[src/rtl/parent_link_router_pkg.sv]
// Shared definitions for the parent-side link router.
// Holds the message header field positions, the broadcast destination ID,
// the header layout struct and the downstream FSM state encoding.
package parent_link_router_pkg;

   localparam int unsigned MSG_TYPE_MSB = 63;
   localparam int unsigned MSG_TYPE_LSB = 60;
   localparam int unsigned MSG_DEST_MSB = 59;
   localparam int unsigned MSG_DEST_LSB = 56;
   localparam int unsigned DEST_WIDTH   = 4;

   localparam logic [DEST_WIDTH-1:0] BROADCAST_ID = 4'hF;

   // Header layout of a single-beat 64-bit link message
   typedef struct packed {
      logic [3:0]  msg_type;
      logic [3:0]  dest;
      logic [55:0] payload;
   } msg_t;

   // Downstream delivery FSM
   typedef enum logic {
      DS_IDLE    = 1'b0,
      DS_DELIVER = 1'b1
   } ds_state_t;

endpackage

[src/rtl/parent_link_router_rr_arbiter.sv]
// Combinational round-robin arbiter.
// Grants the first asserted request at or above ptr, wrapping around.
// Ports:
//   req   - request vector, one bit per requester
//   ptr   - highest-priority requester index this cycle (register lives in parent)
//   grant - one-hot grant, all zeros when no request is asserted
module parent_link_router_rr_arbiter #(
   parameter int unsigned NUM_REQ = 4,
   parameter int unsigned PTR_W   = 2
)(
   input  logic [NUM_REQ-1:0] req,
   input  logic [PTR_W-1:0]   ptr,
   output logic [NUM_REQ-1:0] grant
);

   logic             found;
   logic [PTR_W-1:0] idx;

   // Rotating search starting at ptr; first hit wins
   always_comb begin
      grant = '0;
      found = 1'b0;
      idx   = '0;
      for (int unsigned k = 0; k < NUM_REQ; k++) begin
         idx = PTR_W'((32'(ptr) + k) % NUM_REQ);
         if (!found && req[idx]) begin
            grant[idx] = 1'b1;
            found      = 1'b1;
         end
      end
   end

endmodule

[src/rtl/parent_link_router.sv]
// Parent-side end of the parent_rx/parent_tx link.
// Downstream: accepts single-beat messages from the root controller and
// delivers each to one child (dest 1..NUM_CHILDREN) or to all children
// (dest 4'hF); other destinations are dropped and counted.
// Upstream: merges child reports into one registered stream towards the
// root controller through a round-robin arbiter.
// Ports:
//   clk, reset                      - clock, async active-high reset
//   host_down_data/valid/ready      - root controller -> router
//   host_up_data/valid/ready        - router -> root controller
//   child_rx_data/valid/ready       - router -> children (slice i = child ID i+1)
//   child_tx_data/valid/ready       - children -> router
//   drop_count                      - saturating count of undeliverable messages
module parent_link_router
   import parent_link_router_pkg::*;
#(
   parameter int unsigned NUM_CHILDREN   = 4,
   parameter int unsigned MSG_WIDTH      = 64,
   parameter int unsigned DROP_CNT_WIDTH = 16
)(
   input  logic                              clk,
   input  logic                              reset,
   input  logic [MSG_WIDTH-1:0]              host_down_data,
   input  logic                              host_down_valid,
   output logic                              host_down_ready,
   output logic [MSG_WIDTH-1:0]              host_up_data,
   output logic                              host_up_valid,
   input  logic                              host_up_ready,
   output logic [MSG_WIDTH*NUM_CHILDREN-1:0] child_rx_data,
   output logic [NUM_CHILDREN-1:0]           child_rx_valid,
   input  logic [NUM_CHILDREN-1:0]           child_rx_ready,
   input  logic [MSG_WIDTH*NUM_CHILDREN-1:0] child_tx_data,
   input  logic [NUM_CHILDREN-1:0]           child_tx_valid,
   output logic [NUM_CHILDREN-1:0]           child_tx_ready,
   output logic [DROP_CNT_WIDTH-1:0]         drop_count
);

   localparam int unsigned PTR_W = (NUM_CHILDREN > 1) ? $clog2(NUM_CHILDREN) : 1;

   // ------------------------------------------------------------------
   // Downstream path
   // ------------------------------------------------------------------
   ds_state_t               ds_state;
   logic [MSG_WIDTH-1:0]    hold_msg;
   logic [NUM_CHILDREN-1:0] target_mask;
   logic [NUM_CHILDREN-1:0] delivered;

   logic [DEST_WIDTH-1:0]   down_dest_c;
   logic [NUM_CHILDREN-1:0] dest_mask_c;
   logic                    dest_valid_c;
   logic                    down_accept_c;
   logic [NUM_CHILDREN-1:0] delivered_next_c;
   logic                    deliver_done_c;

   assign down_accept_c    = host_down_valid & host_down_ready;
   assign down_dest_c      = host_down_data[MSG_DEST_MSB:MSG_DEST_LSB];
   assign delivered_next_c = delivered | (child_rx_valid & child_rx_ready);
   assign deliver_done_c   = ((delivered_next_c & target_mask) == target_mask);

   // Every child slice carries the held message; valid picks the recipients
   assign child_rx_data = {NUM_CHILDREN{hold_msg}};

   // Destination decode: one-hot for unicast, all ones for broadcast
   always_comb begin
      dest_mask_c  = '0;
      dest_valid_c = 1'b0;
      if (down_dest_c == BROADCAST_ID) begin
         dest_mask_c  = '1;
         dest_valid_c = 1'b1;
      end else begin
         for (int unsigned i = 0; i < NUM_CHILDREN; i++) begin
            if (32'(down_dest_c) == i + 1) begin
               dest_mask_c[i] = 1'b1;
               dest_valid_c   = 1'b1;
            end
         end
      end
   end

   // Delivery FSM; child_rx_valid tracks target & ~delivered as a register
   always_ff @(posedge clk or posedge reset) begin
      if (reset) begin
         ds_state        <= DS_IDLE;
         host_down_ready <= 1'b0;
         hold_msg        <= '0;
         target_mask     <= '0;
         delivered       <= '0;
         child_rx_valid  <= '0;
         drop_count      <= '0;
      end else begin
         case (ds_state)
            DS_IDLE: begin
               host_down_ready <= 1'b1;
               if (down_accept_c) begin
                  if (dest_valid_c) begin
                     hold_msg        <= host_down_data;
                     target_mask     <= dest_mask_c;
                     delivered       <= '0;
                     child_rx_valid  <= dest_mask_c;
                     host_down_ready <= 1'b0;
                     ds_state        <= DS_DELIVER;
                  end else if (drop_count != '1) begin
                     drop_count <= drop_count + DROP_CNT_WIDTH'(1);
                  end
               end
            end
            DS_DELIVER: begin
               if (deliver_done_c) begin
                  delivered       <= '0;
                  child_rx_valid  <= '0;
                  host_down_ready <= 1'b1;
                  ds_state        <= DS_IDLE;
               end else begin
                  delivered      <= delivered_next_c;
                  child_rx_valid <= target_mask & ~delivered_next_c;
               end
            end
            default: ds_state <= DS_IDLE;
         endcase
      end
   end

   // ------------------------------------------------------------------
   // Upstream path
   // ------------------------------------------------------------------
   logic [PTR_W-1:0]        rr_ptr;
   logic [NUM_CHILDREN-1:0] arb_grant_c;
   logic [NUM_CHILDREN-1:0] up_grant_c;
   logic                    up_load_ok_c;
   logic [MSG_WIDTH-1:0]    up_sel_data_c;
   logic [PTR_W-1:0]        up_next_ptr_c;

   // Register can take a new beat when empty or draining this cycle
   assign up_load_ok_c = ~host_up_valid | host_up_ready;

   parent_link_router_rr_arbiter #(
      .NUM_REQ (NUM_CHILDREN),
      .PTR_W   (PTR_W)
   ) u_rr_arbiter (
      .req   (child_tx_valid),
      .ptr   (rr_ptr),
      .grant (arb_grant_c)
   );

   assign up_grant_c = up_load_ok_c ? arb_grant_c : '0;

   // Ready is the grant itself, held low while reset is asserted
   assign child_tx_ready = reset ? '0 : up_grant_c;

   // Granted child's data and the pointer that follows it
   always_comb begin
      up_sel_data_c = '0;
      up_next_ptr_c = rr_ptr;
      for (int unsigned i = 0; i < NUM_CHILDREN; i++) begin
         if (arb_grant_c[i]) begin
            up_sel_data_c = up_sel_data_c | child_tx_data[MSG_WIDTH*i +: MSG_WIDTH];
            up_next_ptr_c = PTR_W'((i + 1) % NUM_CHILDREN);
         end
      end
   end

   // One-entry output register; load and drain may coincide
   always_ff @(posedge clk or posedge reset) begin
      if (reset) begin
         host_up_valid <= 1'b0;
         host_up_data  <= '0;
         rr_ptr        <= '0;
      end else if (up_load_ok_c) begin
         host_up_valid <= |up_grant_c;
         if (|up_grant_c) begin
            host_up_data <= up_sel_data_c;
            rr_ptr       <= up_next_ptr_c;
         end
      end
   end

endmodule

[config.mk]
export PLATFORM = sky130hd
export DESIGN_NAME = parent_link_router
export DESIGN_NICKNAME = d
export VERILOG_FILES = /design/src/rtl/parent_link_router_pkg.sv /design/src/rtl/parent_link_router_rr_arbiter.sv /design/src/rtl/parent_link_router.sv
export SDC_FILE = /design/constraint.sdc
export NUM_CORES = 1
export LEC_CHECK = 0
export BUFFER_PORTS_ARGS = -buffer_cell sky130_fd_sc_hd__clkbuf_2
export CORE_AREA = 5 5 259 261
export CTS_CLUSTER_SIZE = 24
export DETAILED_ROUTE_END_ITERATION = 6
export DIE_AREA = 0 0 264 266
export SLEW_MARGIN = 15
export SYNTH_ARGS = -nofsm -noshare
export SYNTH_HDL_FRONTEND = slang
export SYNTH_SLANG_ARGS = --single-unit
[constraint.sdc]
create_clock -name clk -period 5.5 [get_ports clk]
set_input_delay 0.825 -clock clk [delete_from_list [all_inputs] [get_ports clk]]
set_output_delay 0.825 -clock clk [all_outputs]
set_load 0.01 [all_outputs]
==> flow_metrics.py <==
metrics = {
    "global_route": {
        "overflow": 0,
        "grt_pass1_vias": 11400,
        "grt_pass1_wl_um": 75800,
        "antenna_found_initial": 28,
        "grt_max_degree": 119,
        "grt_usage": 0.144,
    },
    "clock_tree": {
        "htreeDepth": 4,
        "clock_path_buffers": 2,
        "post_cts_resized": 0,
        "insertion_delay_ns": 0.48,
        "clock_sinks": 161,
        "cts_root_buffer": "clkbuf_16",
        "cts_tree": "done",
        "cts_buffers": 17,
        "hold_buffers": 0,
        "cts_setup_buffers": 0,
        "clk_pin_slew_ns": 0.08,
    },
    "synth": {
        "syn-cell-area_sq_um": 11100,
        "synthCells": 1374,
        "syn_area_per_cell_sq_um": 8.10,
        "synth-async-reset-ratio": 1.00,
        "yosysTopAreaCell": "dfrtp_1",
        "syn_nets": 1714,
        "synth_flop_cell": "dfrtp_1",
        "synth_warnings": 0,
        "seq_area_frac_synth": 0.362,
        "netlist_top_cells_area": "dfrtp_1 (36%), buf_4 (13%), a31oi_1 (11%)",
        "synth_top_area_frac": 0.362,
        "synth_edf_count": 0,
        "ys_ff_latch": 161,
        "synthDistinctLibCells": 48,
    },
    "critical_path": {
        "start_kind": "flop",
        "crit_buf_inv": 3,
        "cp_data_arrival_time_ns": 3.81,
        "crit_required_ns": 4.68,
        "critPathMaxFanout": 31,
        "crit_chain": "inv_1 -> ha_1 -> or3b_2 -> a21oi_1 -> o21ai_4 -> buf_4 -> and3_1 -> nor2_1 -> clkbuf_2",
        "slowest_delay_ns": 0.75,
        "path_class": "flop to primary output",
        "cp_top_family": "simple AND/OR/NAND/NOR gates",
        "crit_slowest_cell": "a21oi_1",
        "endpoint_kind": "primary output",
    },
    "placed_design": {
        "post-place-ws_ns": 1.14,
        "hpwl_um": 41800,
        "port_buffers": 677,
        "globalplace.congestion": 0.857,
    },
    "timing": {
        "slew_viol_final": 0,
        "fmax_ghz": 0.216,
        "post-route-period-util": 0.843,
        "skew_ns": 0.0112,
        "fin_setup_tns_ns": 0,
        "slew_headroom": 0.367,
        "min_period_ns": 4.63,
        "rsz0062_at_grt": "false",
        "setup_viol": 0,
        "worst_pin_slew_ns": 0.949,
        "hold_violations": 0,
        "setup_ws_ns": 0.866,
    },
    "route": {
        "drt_first_pass_iters": 5,
        "wirelength_um": 53300,
        "first_iter_violations": 596,
        "ant_nets": 0,
        "drc": 0,
        "wire_per_inst_um": 19.9,
        "dr_total_vias": 11400,
        "via_per_inst": 4.25,
    },
    "die": {
        "die_area_sq_um": 70200,
        "ios": 678,
        "coreArea_sq_um": 64200,
        "num_rows": 93,
        "die_h_um": 266,
        "fp.dieW_um": 264,
        "start_util": 0.173,
    },
    "finish": {
        "final_cell_mix": "clkbuf_2 (677), inv_1 (263), nand2_1 (212)",
        "syn_to_final_growth_pct": 30.6,
        "layout-drive-gt1-share": 0.416,
        "nets": 2145,
        "post-route-util": 0.226,
        "layout_commonest_cell": "clkbuf_2",
    },
    "power_and_ir_drop": {
        "p_leak_uw": 0.00830,
        "power_density_nw_per_um2": 605,
        "ir_drop_mv": 0.413,
    },
    "run_status": {
        "outcome": "finished clean",
    },
    "job": {
        "drv_cap": 0,
    },
    "hold_path": {
        "hold_path_class": "flop to flop",
    },
}
## where the power goes
part           internal (uW)  switching [uW]  leakage, uW
combinational           2030            3110      0.00601
clock                    607             638     0.000281
sequential              1750             666      0.00201
total                   4380            4410      0.00830
## final timing paths
check,start,end,slack (ns),depth (start not counted)
max,rr_ptr[0]$_DFFE_PP0P_,child_tx_ready[1],0.87,9
min,target_mask[3]$_DFFE_PP0P_,target_mask[3]$_DFFE_PP0P_,0.48,1
max reg2reg,rr_ptr[0]$_DFFE_PP0P_,host_up_data[27]$_DFFE_PP0P_,1.13,10
max in group asynchronous,reset,host_up_data[27]$_DFFE_PP0P_,3.76,3
min in group asynchronous,reset,host_up_valid$_DFFE_PP0N_,0.52,2
min reg2reg,target_mask[3]$_DFFE_PP0P_,target_mask[3]$_DFFE_PP0P_,0.48,1
## logic make-up after synthesis
logic type,synth area share
AO/OA/AOI/OAI,0.187
multiplexers,0.0655
AND/OR/NAND/NOR,0.105
XOR/XNOR,0.0118
buffers and inverters,0.260
adder cells (fa/ha/maj),0.00899
flip-flops,0.362
## synthesized netlist by cell type, types with 2 or more instances
cell type / number
inv_1: 264
nand2_1: 217
a31oi_1: 193
buf_4: 193
dfrtp_1: 161
clkbuf_1: 65
mux2i_1: 65
a2111oi_0: 64
buf_1: 15
nor2_1: 15
a21o_1: 9
xnor2_1: 9
and3_1: 8
ha_1: 8
nand3_1: 6
xor2_1: 6
buf_12: 5
buf_2: 5
or3b_1: 5
a21oi_1: 4
a221o_1: 4
and3b_1: 4
nand4_1: 4
o21ai_0: 4
o2bb2ai_1: 4
a211oi_1: 3
and4_1: 3
mux4_2: 3
o21ai_1: 3
or2_2: 3
or3_1: 3
and2_1: 2
nand3b_1: 2
## layout make-up
| class | count | area [sq um] |
|---|---|---|
| Inverter | 264 | 998 |
| Clock inverter | 15 | 166 |
| Clock buffer | 17 | 425 |
| Tap cell | 855 | 1070 |
| Antenna cell | 5 | 12.5 |
| Multi-Input combinational cell | 663 | 4290 |
| Timing Repair Buffer | 698 | 3550 |
| Fill cell | 7190 | 49700 |
| Sequential cell | 161 | 4030 |
## per-layer routing
metal | global-route usage | vias up | routed length (um)
met5 | 0 | - | 111
met4 | 0.0445 | 18 | 1280
met1 | 0.168 | 5357 | 20900
li1 | - | 5259 | -
met3 | 0.0448 | 94 | 4640
met2 | 0.253 | 664 | 26400
## flip-flops by register name, summed over array words and instances, names as in the netlist, 2 cells and up
name	cells
delivered	4
host_up_data	64
drop_count	16
target_mask	4
child_rx_valid	4
rr_ptr	2
hold_msg	64
## stage by stage
stage / instance area [sq um] / cells / hold WS, ns / total power [uW]
floorplan: 11100 / 1374 / 0.441 / 6290
global placement: 13900 / 2641 / 0.457 / 7560
detailed placement: 13900 / 2641 / 0.464 / 7640
CTS: 14500 / 2673 / 0.463 / 8930
global route: 14500 / 2674 / 0.493 / 9420
finish: 14500 / 2678 / 0.480 / 8790
Note: power is estimated with default switching activity, not from simulation.
